==> config.mk <==
export PLATFORM = sky130hd
export DESIGN_NAME = osd_dem_uart_16550_fifo
export DESIGN_NICKNAME = d
export VERILOG_FILES = /design/src/rtl/osd_dem_uart_16550_fifo.sv
export SDC_FILE = /design/constraint.sdc
export NUM_CORES = 1
export LEC_CHECK = 0
export ABC_CLOCK_PERIOD_IN_PS = 3500
export BUFFER_PORTS_ARGS = -buffer_cell sky130_fd_sc_hd__buf_2
export CAP_MARGIN = 25
export CORE_MARGIN = 5
export CORE_UTILIZATION = 35
export CTS_BUF_LIST = sky130_fd_sc_hd__clkbuf_16
export DETAILED_ROUTE_END_ITERATION = 8
export GPL_TIMING_DRIVEN = 0
export SLEW_MARGIN = 20
export SYNTH_ARGS = -nofsm -noshare
export SYNTH_HDL_FRONTEND = slang
export SYNTH_SLANG_ARGS = --single-unit
==> constraint.sdc <==
create_clock -name clk -period 3.5 [get_ports clk]
set_input_delay 0.35 -clock clk [delete_from_list [all_inputs] [get_ports clk]]
set_output_delay 0.35 -clock clk [all_outputs]
set_load 0.02 [all_outputs]
==> src/rtl/osd_dem_uart_16550_fifo.sv <==
// ============================================================================
// osd_dem_uart_16550_fifo
// 16550-compatible register front-end with TX/RX FIFOs and level interrupt.
// Rev 1.0
// ============================================================================
`default_nettype none

module osd_dem_uart_16550_fifo #(
  parameter int TX_DEPTH = 16,
  parameter int RX_DEPTH = 16
) (
  input  logic       clk,
  input  logic       rst,
  input  logic       bus_req,
  input  logic [2:0] bus_addr,
  input  logic       bus_write,
  input  logic [7:0] bus_wdata,
  output logic       bus_ack,
  output logic [7:0] bus_rdata,
  output logic       irq,
  output logic       out_valid,
  output logic [7:0] out_char,
  input  logic       out_ready,
  input  logic       in_valid,
  input  logic [7:0] in_char,
  output logic       in_ready
);

  localparam int TXW = $clog2(TX_DEPTH);
  localparam int RXW = $clog2(RX_DEPTH);
  localparam logic [TXW:0] C_TX_FULL = (TXW+1)'(TX_DEPTH);
  localparam logic [RXW:0] C_RX_FULL = (RXW+1)'(RX_DEPTH);

  logic [7:0]     tx_mem [TX_DEPTH];
  logic [7:0]     rx_mem [RX_DEPTH];

  logic [TXW-1:0] tx_wr_q, tx_wr_d, tx_rd_q, tx_rd_d;
  logic [TXW:0]   tx_cnt_q, tx_cnt_d;
  logic [RXW-1:0] rx_wr_q, rx_wr_d, rx_rd_q, rx_rd_d;
  logic [RXW:0]   rx_cnt_q, rx_cnt_d;
  logic [3:0]     ier_q, ier_d;
  logic [7:0]     lcr_q, lcr_d;
  logic [4:0]     mcr_q, mcr_d;
  logic [7:0]     scr_q, scr_d;
  logic [7:0]     dll_q, dll_d;
  logic [7:0]     dlm_q, dlm_d;
  logic           thre_q, thre_d;
  logic           irq_q, irq_d;

  logic tx_empty, tx_full, rx_empty, rx_full, dlab;
  logic thr_wr, acc, tx_push, tx_pop, rx_push, rx_pop;
  logic rbr_rd, iir_rd, fcr_wr, tx_flush, rx_flush;
  logic [7:0] iir_val, lsr_val;

  assign tx_empty  = (tx_cnt_q == '0);
  assign tx_full   = (tx_cnt_q == C_TX_FULL);
  assign rx_empty  = (rx_cnt_q == '0);
  assign rx_full   = (rx_cnt_q == C_RX_FULL);
  assign dlab      = lcr_q[7];

  // A THR write into a full TX FIFO is the only access that is held off.
  assign thr_wr    = bus_req & bus_write & (bus_addr == 3'd0) & ~dlab;
  assign bus_ack   = bus_req & ~(thr_wr & tx_full);
  assign acc       = bus_req & bus_ack;

  assign tx_push   = thr_wr & ~tx_full;
  assign tx_pop    = out_valid & out_ready;
  assign rx_push   = in_valid & in_ready;
  assign rbr_rd    = acc & ~bus_write & (bus_addr == 3'd0) & ~dlab;
  assign rx_pop    = rbr_rd & ~rx_empty;
  assign iir_rd    = acc & ~bus_write & (bus_addr == 3'd2);
  assign fcr_wr    = acc & bus_write & (bus_addr == 3'd2);
  assign tx_flush  = fcr_wr & bus_wdata[2];
  assign rx_flush  = fcr_wr & bus_wdata[1];

  assign out_valid = ~tx_empty;
  assign out_char  = tx_mem[tx_rd_q];
  assign in_ready  = ~rx_full;
  assign irq       = irq_q;

  assign lsr_val   = {1'b0, tx_empty, tx_empty, 4'b0000, ~rx_empty};

  always_comb begin
    iir_val = 8'hC1;
    if (ier_q[0] & ~rx_empty)  iir_val = 8'hC4;
    else if (ier_q[1] & thre_q) iir_val = 8'hC2;
  end

  always_comb begin
    bus_rdata = 8'h00;
    case (bus_addr)
      3'd0: bus_rdata = dlab ? dll_q : (rx_empty ? 8'h00 : rx_mem[rx_rd_q]);
      3'd1: bus_rdata = dlab ? dlm_q : {4'b0000, ier_q};
      3'd2: bus_rdata = iir_val;
      3'd3: bus_rdata = lcr_q;
      3'd4: bus_rdata = {3'b000, mcr_q};
      3'd5: bus_rdata = lsr_val;
      3'd6: bus_rdata = 8'hB0;
      default: bus_rdata = scr_q;
    endcase
  end

  always_comb begin
    tx_wr_d  = tx_wr_q;
    tx_rd_d  = tx_rd_q;
    tx_cnt_d = tx_cnt_q;
    rx_wr_d  = rx_wr_q;
    rx_rd_d  = rx_rd_q;
    rx_cnt_d = rx_cnt_q;
    ier_d    = ier_q;
    lcr_d    = lcr_q;
    mcr_d    = mcr_q;
    scr_d    = scr_q;
    dll_d    = dll_q;
    dlm_d    = dlm_q;
    thre_d   = thre_q;

    if (tx_flush) begin
      tx_wr_d  = '0;
      tx_rd_d  = '0;
      tx_cnt_d = '0;
    end else begin
      if (tx_push) tx_wr_d = tx_wr_q + 1'b1;
      if (tx_pop)  tx_rd_d = tx_rd_q + 1'b1;
      if (tx_push & ~tx_pop)      tx_cnt_d = tx_cnt_q + 1'b1;
      else if (~tx_push & tx_pop) tx_cnt_d = tx_cnt_q - 1'b1;
    end

    if (rx_flush) begin
      rx_wr_d  = '0;
      rx_rd_d  = '0;
      rx_cnt_d = '0;
    end else begin
      if (rx_push) rx_wr_d = rx_wr_q + 1'b1;
      if (rx_pop)  rx_rd_d = rx_rd_q + 1'b1;
      if (rx_push & ~rx_pop)      rx_cnt_d = rx_cnt_q + 1'b1;
      else if (~rx_push & rx_pop) rx_cnt_d = rx_cnt_q - 1'b1;
    end

    if (acc & bus_write) begin
      case (bus_addr)
        3'd0: if (dlab) dll_d = bus_wdata;
        3'd1: if (dlab) dlm_d = bus_wdata; else ier_d = bus_wdata[3:0];
        3'd3: lcr_d = bus_wdata;
        3'd4: mcr_d = bus_wdata[4:0];
        3'd7: scr_d = bus_wdata;
        default: ;
      endcase
    end

    // Sets first, then clears, so a same-cycle clear always wins.
    if ((tx_pop & ~tx_push & (tx_cnt_q == 1)) | tx_flush) thre_d = 1'b1;
    if (acc & bus_write & (bus_addr == 3'd1) & ~dlab & bus_wdata[1] & ~ier_q[1] & tx_empty)
      thre_d = 1'b1;
    if (tx_push | (iir_rd & (iir_val == 8'hC2))) thre_d = 1'b0;

    irq_d = (ier_q[0] & ~rx_empty) | (ier_q[1] & thre_q);
  end

  always_ff @(posedge clk or negedge rst) begin
    if (!rst) begin
      tx_wr_q  <= '0;
      tx_rd_q  <= '0;
      tx_cnt_q <= '0;
      rx_wr_q  <= '0;
      rx_rd_q  <= '0;
      rx_cnt_q <= '0;
      ier_q    <= 4'h0;
      lcr_q    <= 8'h03;
      mcr_q    <= 5'h00;
      scr_q    <= 8'h00;
      dll_q    <= 8'h01;
      dlm_q    <= 8'h00;
      thre_q   <= 1'b0;
      irq_q    <= 1'b0;
    end else begin
      tx_wr_q  <= tx_wr_d;
      tx_rd_q  <= tx_rd_d;
      tx_cnt_q <= tx_cnt_d;
      rx_wr_q  <= rx_wr_d;
      rx_rd_q  <= rx_rd_d;
      rx_cnt_q <= rx_cnt_d;
      ier_q    <= ier_d;
      lcr_q    <= lcr_d;
      mcr_q    <= mcr_d;
      scr_q    <= scr_d;
      dll_q    <= dll_d;
      dlm_q    <= dlm_d;
      thre_q   <= thre_d;
      irq_q    <= irq_d;
    end
  end

  always_ff @(posedge clk) begin
    if (tx_push) tx_mem[tx_wr_q] <= bus_wdata;
    if (rx_push) rx_mem[rx_wr_q] <= in_char;
  end

endmodule

`default_nettype wire

**Word level (Yosys, flattened, before mapping)**

Memories as Yosys holds them, arrays and structs flattened.
Cells that the tools add are included.

- Register bits: 69
- Bits of input ports: 25
- Word-level logic and storage cells: 124
- Bits in writable memories: 256
- Memories: 2
- Output and inout port bits: 20

Memories:

| memory | words | width | read ports | clocked after memory_dff | write ports | line | RTL |
|---|---|---|---|---|---|---|---|
| rx_mem | 16 | 8 | 1 | 0 | 1 | 35 | `logic [7:0] rx_mem [RX_DEPTH];` |
| tx_mem | 16 | 8 | 1 | 0 | 1 | 34 | `logic [7:0] tx_mem [TX_DEPTH];` |

- Equality and inequality tests: 11
- Reduce and logical (&&, ||, !) cells: 16
- $add $sub $neg: 8
- Bitwise logic cells: 46
- Mux-type cells: 27

Operator list:

| operator | count |
|---|---|
| $pmux 8 s7 | 1 |
| $mux 4 | 8 |
| $mux 8 | 4 |
| $and 1x1->1 | 31 |
| $mux 5 | 6 |
| $add 4x1->4 const B | 4 |
| $eq 3x3->1 const B | 4 |
| $not 1->1 | 12 |
| $add 5x1->5 const B | 2 |
| $eq 5x5->1 const B | 2 |
| $logic_not 5->1 | 2 |
| $sub 5x1->5 const B | 2 |
| $reduce_and 3->1 | 3 |
| $reduce_bool 3->1 | 3 |
| $eq 8x8->1 const B | 1 |
| $reduce_bool 2->1 | 4 |
| $mux 1 | 7 |
| $eq 3x2->1 const B | 2 |
| $reduce_and 2->1 | 3 |
| $eq 5x1->1 const B | 1 |
| $eq 3x1->1 const B | 1 |
| $logic_not 3->1 | 1 |
| $or 1x1->1 | 3 |
| $mux 2 | 1 |

**Logic depth before layout (Yosys ltp)**

Gate-level depths: netlist of run 1.

- Depth after elaboration: 15
- Depth in mapped cells: 10
- Gate-level depth less buffers: 9

**Least setup slack after synthesis of run 1**

No wires, ideal clock.

- Path type: in2reg
- Start: in bus_addr[0]
- End: reg rx_cnt_q[4]
- Path buffers: 1
- Stages on the path: 10
- Data arrival time: 2419 ps
- Library setup time: 126 ps
- Path slack: 955 ps
- Data required time: 3374 ps
- Path through: buf_2 -> or4_4 -> a211o_4 -> nand2_1 -> ha_1 -> a21oi_1 -> nand2_1 -> and3_1 -> nor3_1 -> nor3b_2

- Longest elaborated chain between the ends: 15
- Elaborated cells between the ends (all ways): 21
- Those cells by class: 1 x eq/ne; 2 x mux; 16 x bitwise; 2 x reduce/logical

RTL lines:

| element | line | RTL |
|---|---|---|
| start, declared | 15 | `input logic [2:0] bus_addr,` |
| $logic_not 3->1 | 62, 69 |  |
| $and 1x1->1 (2 in a row) | 62 | `assign thr_wr = bus_req & bus_write & (bus_addr == 3'd0) & ~dlab;` |
| $and 1x1->1 | 63 | `assign bus_ack = bus_req & ~(thr_wr & tx_full);` |
| $not 1->1 | 63 |  |
| $and 1x1->1 | 63 |  |
| $and 1x1->1 | 64 | `assign acc = bus_req & bus_ack;` |
| $and 1x1->1 (3 in a row) | 69 | `assign rbr_rd = acc & ~bus_write & (bus_addr == 3'd0) & ~dlab;` |
| $and 1x1->1 | 70 | `assign rx_pop = rbr_rd & ~rx_empty;` |
| $not 1->1 | 136 | `if (rx_push & ~rx_pop) rx_cnt_d = rx_cnt_q + 1'b1;` |
| $and 1x1->1 | 136 |  |
| $mux 5 | 136 |  |
| $mux 5 | 129 | `if (rx_flush) begin` |
| end signal, assigned | 182 | `rx_cnt_q <= rx_cnt_d;` |
| end, declared | 40 | `logic [RXW:0] rx_cnt_q, rx_cnt_d;` |

Several ways; a longest one is shown, not always the timed one.
A chain may end at the register's enable or synchronous reset.

**Final worst setup path of run 1**

- Start: reg rx_cnt_q[0]
- End: out bus_rdata[1]

- Longest elaborated chain between the ends: 5
- Elaborated cells between the ends (all ways): 7
- Those cells by class: 4 x mux; 2 x bitwise; 1 x reduce/logical

RTL lines:

| element | line | RTL |
|---|---|---|
| $logic_not 5->1 * | 57 | `assign rx_empty = (rx_cnt_q == '0);` |
| $not 1->1 | 85 | `if (ier_q[0] & ~rx_empty) iir_val = 8'hC4;` |
| $and 1x1->1 | 85 |  |
| $mux 8 | 85 |  |
| $pmux 8 s7 * | 91 | `case (bus_addr)` |
| end, declared | 19 | `output logic [7:0] bus_rdata,` |

Every way passes the cells marked *; elsewhere a longest branch is shown, timed or not.

==> impl_table.tex, run 1 <==
\begin{tabular}{lr}
\hline
Metric & Value \\
\hline
\multicolumn{2}{l}{\textbf{Critical path}} \\
\quad CP arrival & roughly 3 ns \\
\quad Critical path peak fanout & 6 \\
\quad Worst reg2reg path depth & 10 \\
\quad Highest-delay cell along the critical path & sky130\_fd\_sc\_hd\_\_or4\_1 \\
\quad Largest delay share family, worst path & compound AO/OA/AOI/OAI gates \\
\quad Critical path required time & 3.15 ns \\
\quad Element type at the critical path start & flip-flop \\
\quad Worst path cell trace & or4\_1 -> o21ai\_0 -> nand4\_1 -> a31oi\_1 -> a211o\_1 -> buf\_2 \\
\quad Reg2reg setup slack & 0.51 ns \\
\quad Class of the most critical setup path & reg2out \\
\quad Launch point of the critical path & rx\_cnt\_q[0]\$\_DFFE\_PN0P\_ \\
\quad Stages on worst setup path & 6 \\
\quad Critical path's largest stage delay & 0.60 ns \\
\quad Termination of the worst setup path & bus\_rdata[1] \\
\quad Type of element capturing the critical path & primary output \\
\quad Total buffers and inverters traversed by the critical path & 1 \\
\quad R2R Path Start & rx\_cnt\_q[0]\$\_DFFE\_PN0P\_ \\
\quad Endpoint of the worst register-to-register path & rx\_cnt\_q[4]\$\_DFFE\_PN0P\_ \\
\multicolumn{2}{l}{\textbf{Placed design}} \\
\quad Detailed Place HPWL & 20400 um \\
\quad Placer's final routability congestion estimate & 0.799 \\
\quad Placed instance count & approximately 1400 \\
\quad Number of buffers added on ports & 43 \\
\multicolumn{2}{l}{\textbf{Power}} \\
\quad Peak supply drop & approximately 350 uV \\
\quad Power Dens Cells & 718 nW/um\^{}2 \\
\quad Leak pwr & 5.52 nW \\
\quad Final total power & 11.4 mW \\
\multicolumn{2}{l}{\textbf{Clock network}} \\
\quad Latest clock arrival within the worst-skew pair & 0.52 ns \\
\quad Clk buf depth & 3 \\
\quad Number of buffers created by CTS & 36 \\
\quad H-tree depth & 2 \\
\quad CTS tree & yes \\
\quad Root buffer cell & sky130\_fd\_sc\_hd\_\_clkbuf\_16 \\
\quad Clock transition time at the flip-flop clock pins of the worst setup and hold paths & 0.06 ns \\
\quad Clock Sink Count & 325 \\
\multicolumn{2}{l}{\textbf{Timing}} \\
\quad Final Max Tran Viols & 0 \\
\quad Final hold violations & 0 \\
\quad Total negative slack & 0 ns \\
\quad Minimum clock period & 3.39 ns \\
\quad Relative slew margins & roughly 36\% \\
\quad Post-route clock period utilization & 96.7\% \\
\quad Worst Tran Pin Value & 0.959 ns \\
\quad Setup-violating endpoint count in the final report & 0 \\
\quad Unrepaired setup endpoints after global routing & false \\
\quad Setup skew after layout & around 0.018 ns \\
\quad Worst hold slack across all endpoints & between 0.2 and 0.25 ns \\
\quad Achievable clock frequency & 295 MHz \\
\multicolumn{2}{l}{\textbf{Layout}} \\
\quad Total number of nets in the final design & 937 \\
\quad Layout overhead on the synthesized area & 14.9\% \\
\quad Multi-input gate area in the final layout & 4170 um\^{}2 \\
\quad Share of layout cells above drive strength 1 & 27.0\% \\
\quad Final cell count without fillers & 1439 \\
\quad Final core utilization & 40.9\% \\
\quad Sequential cell area & roughly 9400 um\^{}2 \\
\quad Fillers & 3529 \\
\multicolumn{2}{l}{\textbf{Flow run}} \\
\quad Count of maximum capacitance violations & 0 \\
\multicolumn{2}{l}{\textbf{Floorplanning}} \\
\quad Placeable core area & 38800 um\^{}2 \\
\quad Starting density of the core & 35.6\% \\
\quad Floorplan die width & 209 um \\
\quad Die Y & $\sim$210 um \\
\quad FP Rows & just over 70 \\
\quad DIE AREA & about 44000 um\^{}2 \\
\quad Number of ports placed on the die boundary & 45 \\
\multicolumn{2}{l}{\textbf{Detailed routing}} \\
\quad Per-cell via count in the routed design & 5.13 \\
\quad DRC Markers & 0 \\
\quad Average wire per cell in the routed design & 21.2 um \\
\quad 1st-iter DRT viols & $\sim$480 \\
\quad Wire length reported by the detailed router & 30500 um \\
\quad Iteration count of the initial detailed-routing pass & 5 \\
\quad Antenna Nets Post-Route & 0 \\
\quad Vias & 7383 \\
\multicolumn{2}{l}{\textbf{Yosys}} \\
\quad Synth async-reset ratio & a little over a fifth \\
\quad Synthesized Nets & 852 \\
\quad Cell types occupying the most area after synthesis & sky130\_fd\_sc\_hd\_\_edfxtp\_1 (56\%), sky130\_fd\_sc\_hd\_\_dfrtp\_1 (12\%), sky130\_fd\_sc\_hd\_\_mux4\_2 (10\%), sky130\_fd\_sc\_hd\_\_mux2\_2 (4.2\%), sky130\_fd\_sc\_hd\_\_ha\_1 (1.6\%) \\
\quad Cell type with the largest total area after synthesis & sky130\_fd\_sc\_hd\_\_edfxtp\_1 \\
\quad Fraction of the yosys area taken by sequential cells & 68.2\% \\
\quad Flip-flop and latch count after synthesis & between 300 and 400 \\
\quad Synth top cells by count & sky130\_fd\_sc\_hd\_\_edfxtp\_1 (256), sky130\_fd\_sc\_hd\_\_dfrtp\_1 (66), sky130\_fd\_sc\_hd\_\_mux4\_2 (62), sky130\_fd\_sc\_hd\_\_mux2\_2 (52), sky130\_fd\_sc\_hd\_\_nor2\_1 (45) \\
\quad Post-synthesis cell count & 808 \\
\quad Yosys warnings & 0 \\
\quad Predominant post-synthesis flop cell & sky130\_fd\_sc\_hd\_\_edfxtp\_1 \\
\quad Synth Area per Inst & 17.1 um\^{}2 \\
\quad Number of synthesized flops with an enable pin & 256 \\
\quad Library cell with the highest instance count after synthesis & sky130\_fd\_sc\_hd\_\_edfxtp\_1 \\
\quad Combined area of all synthesized cells & about 14000 um\^{}2 \\
\quad Number of distinct library cell variants in the gate-level netlist after synthesis & 73 \\
\quad Portion of synthesized cell area occupied by the leading cell type & 55.7\% \\
\multicolumn{2}{l}{\textbf{GRT}} \\
\quad Global-route wire length before repair & 47200 um \\
\quad Met3 track utilization from global routing & 2.32\% \\
\quad Initial antenna violation count & 0 \\
\quad GR Util met1 & 19.4\% \\
\quad Via count of the first global-routing pass & 7694 \\
\quad Global-route congestion overflow total & 0 \\
\quad Maximum number of pins on one net before global-route repair & 45 \\
\quad Busiest layer in global routing & met2 \\
\quad GRT Overall Usage & 13.8\% \\
\quad Met2 layer usage reported by global route & 22.8\% \\
\multicolumn{2}{l}{\textbf{Worst hold path}} \\
\quad Worst hold-check path type & in2reg \\
\multicolumn{2}{l}{\textbf{Run status}} \\
\quad Result of the run & completed \\
\hline
\end{tabular}
-- layer usage --
metal,share of wire (%),vias to the layer above
met5,0,-
met4,1.5,0
met3,4.5,36
met2,49,171
met1,45,3822
li1,-,3354
-- final cells by class --
type / count / share of cell area, %
tap: 518 / 4.08
inverter: 15 / 0.355
antenna: 1 / 0.0158
buffer: 43 / 1.26
clock inverter: 29 / 1.30
clock buffer: 36 / 5.67
multi-input combinational: 425 / 26.3
timing repair buffer: 47 / 1.70
sequential: 325 / 59.3
-- worst min path at each step --
stage | startpoint | endpoint | cells past startpoint
6_report | in_char[0] | rx_mem[7][0]$_DFFE_PP_ | 1
3_5_place_dp | rst | rx_wr_q[1]$_DFFE_PN0P_ | 1
4_1_cts | in_char[0] | rx_mem[2][0]$_DFFE_PP_ | 1
3_3_place_gp | dll_q[1]$_DFFE_PN0P_ | dll_q[1]$_DFFE_PN0P_ | 1
5_1_grt | in_char[0] | rx_mem[2][0]$_DFFE_PP_ | 1
2_1_floorplan | rst | dll_q[1]$_DFFE_PN0P_ | 0
-- metrics by stage --
step                setup slack, ns  area (um^2)
floorplan                     0.955        13800
global placement             -0.242        14700
detailed placement           0.0347        14700
CTS                          0.0123        15900
global route                 0.0206        15900
finish                        0.115        15900
-- layout by cell type (no fill, tap or decap), types with 5 or more instances in the layout --
master,netlist,routed
sky130_fd_sc_hd__nand4_1,7,7
sky130_fd_sc_hd__buf_4,1,5
sky130_fd_sc_hd__o21ai_0,11,11
sky130_fd_sc_hd__a211oi_1,6,6
sky130_fd_sc_hd__xor2_1,8,8
sky130_fd_sc_hd__nor2b_1,12,12
sky130_fd_sc_hd__nor2_1,45,45
sky130_fd_sc_hd__mux2_2,52,52
sky130_fd_sc_hd__nand3_1,7,7
sky130_fd_sc_hd__clkinv_1,0,10
sky130_fd_sc_hd__nand2_1,29,29
sky130_fd_sc_hd__dfrtp_1,66,66
sky130_fd_sc_hd__clkbuf_16,0,36
sky130_fd_sc_hd__clkbuf_2,1,5
sky130_fd_sc_hd__mux4_2,62,62
sky130_fd_sc_hd__mux2i_1,22,22
sky130_fd_sc_hd__a21oi_1,11,11
sky130_fd_sc_hd__clkinv_2,0,6
sky130_fd_sc_hd__nor3_1,14,10
sky130_fd_sc_hd__nor3_2,1,5
sky130_fd_sc_hd__and3_1,7,7
sky130_fd_sc_hd__inv_1,15,22
sky130_fd_sc_hd__xnor2_1,10,10
sky130_fd_sc_hd__ha_1,18,18
sky130_fd_sc_hd__o22ai_1,7,7
sky130_fd_sc_hd__buf_2,13,53
sky130_fd_sc_hd__clkbuf_1,23,19
sky130_fd_sc_hd__edfxtp_1,256,256
sky130_fd_sc_hd__and2_1,23,23
sky130_fd_sc_hd__nor3b_1,5,5
-- timing repair --
item,in CTS,in global routing
setup buffers,2,0
setup endpoints to repair,5,12
hold buffers,1,0
cloned,0,0
pin swaps,1,0
endpoints found under the hold margin,22,0
gates resized for setup,4,5
-- kinds of logic after synthesis --
group                      share of synthesized area, %
DFF                                                68.2
and+or+nand+nor                                    6.98
muxes                                              15.9
AOI/OAI and AO/OA                                  3.90
buffers and inverters                              1.78
adders and majority gates                          1.85
xor gates and xnor gates                           1.34
-- registers in the layout, indices dropped and copies added (netlist names) --
signal    count
rx_cnt_q      5
tx_wr_q       4
lcr_q         8
rx_wr_q       4
rx_rd_q       4
tx_rd_q       4
dll_q         8
ier_q         4
scr_q         8
mcr_q         5
rx_mem      128
thre_q        1
tx_mem      128
dlm_q         8
tx_cnt_q      5
irq           1
-- where the power goes --
| group | leakage, nW | internal, mW | total (mW) | switching, mW |
|---|---|---|---|---|
| logic | 1.78 | 1.37 | 3.03 | 1.67 |
| registers | 3.16 | 4.57 | 4.81 | 0.238 |
| clock network | 0.570 | 2.04 | 3.55 | 1.52 |
| total | 5.52 | 7.97 | 11.4 | 3.42 |
(Power assumes the default switching activity.)
==> inputs of run 2 (changes only) <==
--- a/config.mk
+++ b/config.mk
@@ -14,4 +14,5 @@
 export DETAILED_ROUTE_END_ITERATION = 8
 export GPL_TIMING_DRIVEN = 0
+export RECOVER_POWER = 25
 export SLEW_MARGIN = 20
 export SYNTH_ARGS = -nofsm -noshare
==> constraint.sdc (replaced) <==
create_clock -name clk -period 3.5 [get_ports clk]
set_input_delay 0.875 -clock clk [delete_from_list [all_inputs] [get_ports clk]]
set_output_delay 0.875 -clock clk [all_outputs]
set_load 0.02 [all_outputs]
==> run 2 against run 1 <==
Combinational power is 9.9% higher. Critical path depth is 2 higher. Power is 2.9% higher. Cell area is 2.1% higher. Utilization is 0.84 points higher. Clock skew is 0.0035 ns higher. Critical path type is now in2out. Highest routed layer unchanged.
==> impl_table.tex, run 2 (synthesized netlist as in run 1, its figures left out) <==
\begin{tabular}{lr}
\hline
Metric & Value \\
\hline
\multicolumn{2}{l}{\textbf{Run status}} \\
\quad Result of the run & completed \\
\multicolumn{2}{l}{\textbf{GRT}} \\
\quad GR Util met1 & 19.6\% (+0.18 points) \\
\quad Busiest layer in global routing & met2 \\
\quad Global-route congestion overflow total & 0 (unchanged) \\
\quad Global-route wire length before repair & 47600 um (+0.95\%) \\
\quad GRT Overall Usage & 14.0\% (+0.13 points) \\
\quad Met2 layer usage reported by global route & 22.7\% (-0.090 points) \\
\quad Initial antenna violation count & 0 (unchanged) \\
\quad Maximum number of pins on one net before global-route repair & 45 (unchanged) \\
\quad Via count of the first global-routing pass & 7727 (+0.43\%) \\
\quad Met3 track utilization from global routing & 2.44\% (+0.12 points) \\
\multicolumn{2}{l}{\textbf{Power}} \\
\quad Net Sw Frac & 30.0\% (about the same) \\
\quad Clock Power Share & 30.3\% (-0.9 points) \\
\quad Internal cell power & 8.20 mW (+2.9\%) \\
\quad Peak supply drop & 343 uV (-1.3\%) \\
\quad Part of the power in registers & 41.3\% (-0.9 points) \\
\quad Portion of total power attributed to combinational logic & 28.4\% (+1.8 points) \\
\quad Power Dens Cells & 723 nW/um\^{}2 (+0.78\%) \\
\quad Leak pwr & 5.65 nW (+2.3\%) \\
\quad Switch Pwr & 3.51 mW (+2.8\%) \\
\multicolumn{2}{l}{\textbf{Clock network}} \\
\quad H-tree depth & 2 (unchanged) \\
\quad CTS tree & yes \\
\quad Hold-fix buffers at CTS & 0 (-1) \\
\quad Clock Sink Count & 325 (unchanged) \\
\quad Clock transition time at the flip-flop clock pins of the worst setup and hold paths & 0.05 ns (about the same) \\
\quad Root buffer cell & sky130\_fd\_sc\_hd\_\_clkbuf\_16 \\
\quad Latest clock arrival within the worst-skew pair & 0.52 ns (about the same) \\
\quad Clk buf depth & 3 (unchanged) \\
\quad Number of buffers created by CTS & 36 (unchanged) \\
\multicolumn{2}{l}{\textbf{Detailed routing}} \\
\quad Per-cell via count in the routed design & 5.10 (-0.64\%) \\
\quad 1st-iter DRT viols & 506 (+5.0\%) \\
\quad Vias & 7412 (+0.39\%) \\
\quad Wire length reported by the detailed router & 30700 um (+0.90\%) \\
\quad Average wire per cell in the routed design & 21.1 um (-0.14\%) \\
\quad Iteration count of the initial detailed-routing pass & 4 (-1) \\
\quad Antenna Nets Post-Route & 0 (unchanged) \\
\quad DRC Markers & 0 (unchanged) \\
\multicolumn{2}{l}{\textbf{Layout}} \\
\quad Antenna cell count & 0 (-1) \\
\quad Regs by FF count & rx\_mem (128), tx\_mem (128) \\
\quad Layout overhead on the synthesized area & 17.3\% \\
\quad Leading cell type in the layout, fill and taps excluded & sky130\_fd\_sc\_hd\_\_edfxtp\_1 \\
\quad Most frequent cells in the layout & sky130\_fd\_sc\_hd\_\_edfxtp\_1 (256), sky130\_fd\_sc\_hd\_\_mux4\_2 (62), sky130\_fd\_sc\_hd\_\_dfrtp\_1 (62) \\
\quad Fillers & 3495 (-0.96\%) \\
\quad Total number of nets in the final design & 953 (+1.7\%) \\
\quad Share of layout cells above drive strength 1 & 31.3\% (+4.3 points) \\
\quad Final core utilization & 41.7\% (+0.84 points) \\
\quad Post-route cell area & 16200 um\^{}2 (+2.1\%) \\
\multicolumn{2}{l}{\textbf{Critical path}} \\
\quad Class of the most critical setup path & in2out \\
\quad CP arrival & 2.61 ns (-0.43 ns) \\
\quad Critical path required time & 2.62 ns (-0.53 ns) \\
\quad Element type at the critical path start & input port \\
\quad Critical path peak fanout & 10 (+4) \\
\quad Type of element capturing the critical path & primary output \\
\multicolumn{2}{l}{\textbf{Timing}} \\
\quad Setup skew after layout & 0.0212 ns (+0.00345 ns) \\
\quad Final hold violations & 0 (unchanged) \\
\quad Worst Tran Pin Value & 1.46 ns (+0.498 ns) \\
\quad Unrepaired setup endpoints after global routing & true \\
\quad Total negative slack & 0 ns (unchanged) \\
\quad Post-route clock period utilization & 99.6\% (+2.9 points) \\
\quad Worst hold slack across all endpoints & 0.500 ns (+0.298 ns) \\
\quad Setup-violating endpoint count in the final report & 0 (unchanged) \\
\quad Achievable clock frequency & 287 MHz (-2.9\%) \\
\quad Minimum clock period & 3.49 ns (+0.101 ns) \\
\quad Final Max Tran Viols & 0 (unchanged) \\
\quad Relative slew margins & 2.86\% (-33 points) \\
\multicolumn{2}{l}{\textbf{Worst hold path}} \\
\quad Worst hold-check path type & reg2reg \\
\multicolumn{2}{l}{\textbf{Floorplanning}} \\
\quad Placeable core area & 38800 um\^{}2 (unchanged) \\
\quad FP Rows & 72 (unchanged) \\
\quad Number of ports placed on the die boundary & 45 (unchanged) \\
\quad Die Y & 209 um (unchanged) \\
\quad DIE AREA & 43500 um\^{}2 (unchanged) \\
\quad Floorplan die width & 209 um (unchanged) \\
\quad Starting density of the core & 35.6\% (unchanged) \\
\multicolumn{2}{l}{\textbf{Placed design}} \\
\quad Detailed Place HPWL & 20400 um (unchanged) \\
\quad Area after detailed placement & 14700 um\^{}2 (unchanged) \\
\quad Placer's final routability congestion estimate & 0.799 (unchanged) \\
\quad Number of buffers added on ports & 43 (unchanged) \\
\multicolumn{2}{l}{\textbf{Flow run}} \\
\quad Count of maximum capacitance violations & 0 (unchanged) \\
\hline
\end{tabular}
[run 2: cell count changes in the layout (fill, tap and decap cells not counted), sizes merged]
cell	previous run	this run
clkbuf	61	70
dlygate4sd3	1	0
buf	64	72
diode	1	0
[run 2: worst max-delay path, stage by stage]
cell and delay [ns]:
sky130_fd_sc_hd__buf_2 0.13, sky130_fd_sc_hd__buf_6 0.14, sky130_fd_sc_hd__or4_4 0.46, sky130_fd_sc_hd__buf_4 0.19, sky130_fd_sc_hd__nor3_1 0.29, sky130_fd_sc_hd__a21oi_1 0.13, sky130_fd_sc_hd__o21ai_1 0.18, sky130_fd_sc_hd__buf_2 0.22
[run 2: what timing repair did]
| action | 4_1_cts | 5_1_grt |
|---|---|---|
| buffers inserted | 7 | 14 |
| pin swaps | 10 | 3 |
| gates resized for setup | 70 | 19 |
| endpoints found under the setup margin | 16 | 15 |
[run 2: routing by layer]
layer / share of wire, % / vias to the layer above
li1: - / 3382
met1: 45 / 3839
met2: 49 / 143
met3: 4.5 / 48
met4: 2.2 / 0
met5: 0 / -
[run 2: worst paths after layout]
path | from | end | slack [ns] | cells after the start
worst max register to register | rx_cnt_q[1]$_DFFE_PN0P_ | rx_cnt_q[4]$_DFFE_PN0P_ | 0.38 | 11
max in group asynchronous | rst | tx_rd_q[0]$_DFFE_PN0P_ | 0.91 | 2
worst min register to register | lcr_q[2]$_DFFE_PN0P_ | lcr_q[2]$_DFFE_PN0P_ | 0.50 | 1
min in group asynchronous | rst | rx_wr_q[1]$_DFFE_PN0P_ | 0.68 | 1
worst min-delay path | lcr_q[2]$_DFFE_PN0P_ | lcr_q[2]$_DFFE_PN0P_ | 0.50 | 1
worst max-delay path | bus_addr[1] | bus_rdata[0] | 0.01 | 8
[run 2: through the flow]
| stage | setup WS, ns | power, mW | instances |
|---|---|---|---|
| finish | 0.0136 | 11.7 | 1454 |
| detailed placement | -1.02 | 7.97 | 1370 |
| global placement | -1.06 | 7.92 | 1369 |
| CTS | 0.00137 | 11.7 | 1440 |
| global route | -0.0252 | 12.3 | 1454 |
| floorplan | 0.147 | 7.02 | 808 |
[run 2: layout make-up]
type | instances | area [um^2] | share of cell area, %
Buffer | 41 | 279 | 1.72
Clock buffer | 36 | 901 | 5.56
Clock inverter | 29 | 206 | 1.27
Inverter | 15 | 56.3 | 0.348
Multi-Input combinational cell | 425 | 4300 | 26.6
Sequential cell | 325 | 9420 | 58.2
Tap cell | 518 | 648 | 4.00
Timing Repair Buffer | 65 | 387 | 2.39
[run 2: power by group through the flow]
| stage | clock network [mW] | logic (mW) | registers (mW) |
|---|---|---|---|
| finish | 3.55 | 3.33 | 4.84 |
| floorplan | 0 | 2.20 | 4.82 |
| CTS | 3.62 | 3.25 | 4.84 |
| global route | 3.81 | 3.62 | 4.88 |
| global placement | 0 | 3.05 | 4.87 |
| detailed placement | 0 | 3.09 | 4.88 |
